`src/rtl/wrr_credit_scheduler.sv`:
```
// Weighted round-robin pop scheduler for four source FIFOs with per-queue downstream credit (stats via WRR_STATS_EN).
// Latency: pop is registered, one pop per cycle with no bubble on a queue switch; valid trails pop by one cycle.
// Backpressure: halt freezes the turn and zeroes pop; a queue with zero credit is never popped.
module wrr_credit_scheduler #(
    parameter int W0    = 4,
    parameter int W1    = 3,
    parameter int W2    = 2,
    parameter int W3    = 1,
    parameter int WW    = 3,
    parameter int CW    = 3,
    parameter int CINIT = 4
) (
    input  logic        clk,
    input  logic        reset,
    input  logic [3:0]  empty,
    input  logic [3:0]  almost_empty,
    input  logic        halt,
    input  logic [3:0]  credit_return,
    output logic [3:0]  pop,
    output logic        valid,
    output logic [1:0]  grant_idx,
    output logic        busy
`ifdef WRR_STATS_EN
    ,
    input  logic [1:0]  stat_sel,
    output logic [15:0] stat_cnt
`endif
);

    localparam logic [0:0] IDLE  = 1'b0;
    localparam logic [0:0] SERVE = 1'b1;

    logic [0:0]    state, state_nxt;
    logic [1:0]    ptr, ptr_nxt, win;
    logic [WW-1:0] burst, burst_nxt;
    logic [3:0]    pop_nxt, elig;
    logic          found;
    logic [CW-1:0] credit [4];

    function automatic logic [WW-1:0] wt(input logic [1:0] q);
        case (q)
            2'd0:    return WW'(W0);
            2'd1:    return WW'(W1);
            2'd2:    return WW'(W2);
            default: return WW'(W3);
        endcase
    endfunction

    // A queue whose last word is being popped right now must not be popped again.
    always_comb begin
        elig = '0;
        for (int q = 0; q < 4; q++) begin
            elig[q] = !empty[q] && (credit[q] != '0) && (wt(2'(q)) != '0)
                      && !(pop[q] && almost_empty[q]);
        end
    end

    // Search ptr+1, ptr+2, ptr+3, then ptr itself last.
    always_comb begin
        found = 1'b0;
        win   = ptr;
        for (int i = 1; i <= 4; i++) begin
            if (!found && elig[ptr + 2'(i)]) begin
                found = 1'b1;
                win   = ptr + 2'(i);
            end
        end
    end

    always_comb begin
        state_nxt = state;
        ptr_nxt   = ptr;
        burst_nxt = burst;
        pop_nxt   = '0;
        if (!halt) begin
            if (state == SERVE && burst != '0 && elig[ptr]) begin
                pop_nxt   = 4'b0001 << ptr;
                burst_nxt = burst - WW'(1);
            end else if (found) begin
                pop_nxt   = 4'b0001 << win;
                ptr_nxt   = win;
                burst_nxt = wt(win) - WW'(1);
                state_nxt = SERVE;
            end else begin
                state_nxt = IDLE;
            end
        end
    end

    always_ff @(posedge clk) begin
        if (reset) begin
            state <= IDLE;
            ptr   <= '0;
            burst <= '0;
            pop   <= '0;
            valid <= 1'b0;
        end else begin
            state <= state_nxt;
            ptr   <= ptr_nxt;
            burst <= burst_nxt;
            pop   <= pop_nxt;
            valid <= |pop;
        end
    end

    // A pop and a return in the same cycle cancel; returns above CINIT are dropped.
    always_ff @(posedge clk) begin
        for (int q = 0; q < 4; q++) begin
            if (reset) begin
                credit[q] <= CW'(CINIT);
            end else if (pop_nxt[q] && !credit_return[q]) begin
                credit[q] <= credit[q] - CW'(1);
            end else if (!pop_nxt[q] && credit_return[q] && credit[q] != CW'(CINIT)) begin
                credit[q] <= credit[q] + CW'(1);
            end
        end
    end

    assign grant_idx = ptr;
    assign busy      = (state == SERVE);

`ifdef WRR_STATS_EN
    logic [15:0] stat_q [4];

    always_ff @(posedge clk) begin
        for (int q = 0; q < 4; q++) begin
            if (reset) begin
                stat_q[q] <= '0;
            end else if (pop[q] && stat_q[q] != 16'hFFFF) begin
                stat_q[q] <= stat_q[q] + 16'd1;
            end
        end
    end

    assign stat_cnt = stat_q[stat_sel];
`endif

endmodule

```
`config.mk`:
```
export PLATFORM = sky130hd
export DESIGN_NAME = wrr_credit_scheduler
export DESIGN_NICKNAME = d
export VERILOG_FILES = /design/src/rtl/wrr_credit_scheduler.sv
export SDC_FILE = /design/constraint.sdc
export NUM_CORES = 1
export LEC_CHECK = 0
export BUFFER_PORTS_ARGS = -buffer_cell sky130_fd_sc_hd__buf_2
export CELL_PAD_IN_SITES_DETAIL_PLACEMENT = 0
export CELL_PAD_IN_SITES_GLOBAL_PLACEMENT = 2
export CORE_MARGIN = 4
export CORE_UTILIZATION = 36
export CTS_CLUSTER_SIZE = 16
export DETAILED_ROUTE_END_ITERATION = 10
export PLACE_DENSITY_LB_ADDON = 0.08
export SLEW_MARGIN = 20
export SYNTH_ARGS = -nofsm -noshare
export SYNTH_HDL_FRONTEND = slang
export SYNTH_SLANG_ARGS = --single-unit
```
`constraint.sdc`:
```
create_clock -name clk -period 4.6 [get_ports clk]
set_input_delay 0.92 -clock clk [delete_from_list [all_inputs] [get_ports clk]]
set_output_delay 0.92 -clock clk [all_outputs]
set_load 0.01 [all_outputs]
```
==> flow_summary.ini <==
[setup_path]
crit_required_ns = 4.63
critPathKind = reg2reg
r2r_end = credit[2][2]
cp.arrival_ns = 4.34
r2r_setup_slack_ns = 0.29
path_cells = inv_1, ha_1, nor2b_1, a211o_1, mux4_2, nor3_1, or3_1, xnor2_1, ha_1, nor4b_1, o21ba_4, or3_1, fa_1, xnor2_1, and4_1, mux2i_1
cp_max_fo = 5
slowest_delay_ns = 0.49
reg2reg_from = credit[0][0]
cp-start-kind = flop
end_kind = flop
slowest_stage = mux4_2
r2r_cells = 16

[sta]
tightest_slew_ns = 0.644
maxSlewViolCount = 0
period_needed_ns = 4.31
post-route-period-util_pct = 93.6
setup_tns_ns = 0
setup_viol = 0
slew-limit-headroom_pct = 56.5
finalHoldViolations = 0
rsz0062_at_grt = false
timing.fmax_mhz = 232
clock_skew_ns = 0.00456

[power]
p_switching_uw = 586
power_density_mw_per_mm2 = 568
ir_drop_mv = 0.181
p_seq_share_pct = 26.8
p_leak_uw = 0.000973
p_sw_share_pct = 44.6
power.share.clock_pct = 10.3
p_int_uw = 727
power_frac_comb_pct = 62.9

[synth]
ys_types = 49
synth_seq_cells = 23
yosys.area_share.adder_pct = 13.3
synth_compound_area_share_pct = 19.0
synth.area.mux_share_pct = 8.54
synth-simple-area-share_pct = 25.1
synth_top_area_cell = edfxtp_1
netlist_area_mm2 = 0.00204
yosysWarnings = 0
synth_xor_area_share_pct = 2.58
synthCells = 226
synth_top_family_by_area = simple AND/OR/NAND/NOR gates
synthTopCellsByArea = edfxtp_1, ha_1, dfxtp_1
syn_area_per_cell_um2 = 9.01
syn_nets = 262
ys_async_sr_fraction_pct = 0
synth_top_area_share_pct = 17.7
synth_edf_count = 12
synth.yosys.seq_area_share_pct = 28.5
ys.flop_type = edfxtp_1

[min_path]
min_path_cells = 2
whs_endpoint = burst[0]
hold_class = reg2reg
hold_path_startpoint = burst[0]

[die]
die_h_um = 83.2
row_count = 27
core_area_mm2 = 0.00551
die_w_um = 83.2
initial_core_util_pct = 37.0
ios = 23
dieArea_mm2 = 0.00692

[placement]
dp.final_hpwl_um = 3840
numPortBuffers = 22
gp_congestion = 0.846
dpl_cell_area_mm2 = 0.00227

[detailed_routing]
drtAntennaViolNets = 0
drt_iter0_markers = 116
drt_wl_total_um = 5090
viasPerCell = 5.43
drc = 0
num_vias = 1769
avgRoutedWirePerCell_um = 15.6
firstDrtPassIters = 4

[final_layout]
layout-drive-gt1-share_pct = 17.7
nets = 291
final_common_cell = buf_2
n_antenna_cell = 0
area_growth_pct = 13.6
fin_area_mm2 = 0.00231
mostFrequentLayoutCells = buf_2, nor2_1, ha_1, nand2_1, mux2i_1

[cts]
ctsHoldBuffers = 0
cts_setup_buffers = 0
cts_buffers = 3
root_buffer = clkbuf_8
cts_tree = yes
clk_pin_slew_worst_paths_ns = 0.09
insertion_delay_ns = 0.28
cts.sinks = 23
ctsResizeCount = 0
h-tree-depth = 1
cts.path.max_buffers = 2

[global_routing]
grt_pass1_vias = 1753
overflow = 0
grt_max_degree = 28
grt_pass1_wl_um = 8540
antenna_found_initial = 0
grt_use_total_pct = 14.9

[run]
drv_cap = 0

[outcome]
outcome = finished, final reports clean
state kept, by name, summed over array words and instances (netlist names):
signal     count
credit        12
pop            4
burst          3
grant_idx      2
busy           1
valid          1
per-stage QoR:
step	utilization [%]	instances	setup slack, ns	hold slack [ns]	power (uW)
final	42.0	326	0.295	0.483	1310
after global routing	42.0	326	0.0140	0.513	1440
after CTS	42.0	326	0.297	0.487	1330
after detailed placement	41.1	322	0.0699	0.474	1180
after global placement	41.1	322	0.148	0.467	1200
after floorplan	-	226	0.413	0.447	962
power by group through the flow:
stage	sequential, uW	combinational, uW	clock (uW)
3_3_place_gp	357	840	0
2_1_floorplan	361	601	0
5_1_grt	363	930	150
6_report	352	827	135
4_1_cts	353	835	143
3_5_place_dp	357	827	0
layout make-up:
type                       instances  area, um^2
multi-input combinational        187        1400
tap                               72        90.1
fill                             563        3190
timing repair buffer              28         155
clock inverter                     1        5.00
inverter                          12        45.0
clock buffer                       3        41.3
sequential                        23         581
synthesized netlist by cell type (all sizes together), types with 2 or more instances:
cell type,n
nor2,21
o21bai,4
and4,2
nand2,17
a211o,4
inv,12
nand3,4
o21ba,4
a2111o,2
dfxtp,11
nand2b,3
ha,20
nor4b,5
nor4,2
nor2b,2
a21oi,8
o211ai,5
a21o,2
o21ai,9
nand4,8
a21boi,4
and3,4
or3,11
nand3b,3
mux2i,14
a211oi,4
clkbuf,4
xnor2,3
xor2,3
edfxtp,12
nor3,8
worst max-delay path by stage:
stage | startpoint | end | slack, ns | depth (start not counted)
global placement | almost_empty[2] | credit[2][2] | 0.15 | 15
CTS | credit[0][0] | credit[2][2] | 0.30 | 16
finish | credit[0][0] | credit[2][2] | 0.29 | 16
floorplan | almost_empty[2] | credit[2][2] | 0.41 | 14
detailed placement | almost_empty[2] | credit[2][2] | 0.07 | 15
global route | credit[0][0] | credit[2][2] | 0.01 | 16
kinds of logic (layout without fill, tap and decap cells):
kind of cell,Yosys count,after routing
AO/OA/AOI/OAI,51,51
flip-flops,23,23
XOR/XNOR,6,6
buffers and inverters,16,44
multiplexers,16,16
AND/OR/NAND/NOR,93,93
adder cells (fa/ha/maj),21,21
per-layer routing:
layer / wire, um / part of all wire [%] / track usage, %
met5: 0 / 0 / 0
met4: 70 / 1.4 / 4.31
met3: 143 / 2.8 / 2.28
met2: 2320 / 46 / 24.4
met1: 2550 / 50 / 20.4
worst max-delay path: cells and delay by family, from the launching register on:
family | cells | cell delay (ns)
AO/OA/AOI/OAI | 2 | 0.58
XOR/XNOR | 2 | 0.32
adder cells (fa/ha/maj) | 3 | 0.84
buffers and inverters | 1 | 0.09
flip-flops | 1 | 0.39
multiplexers | 2 | 0.55
AND/OR/NAND/NOR | 6 | 1.29
Note: power is estimated with default switching activity, not from simulation.
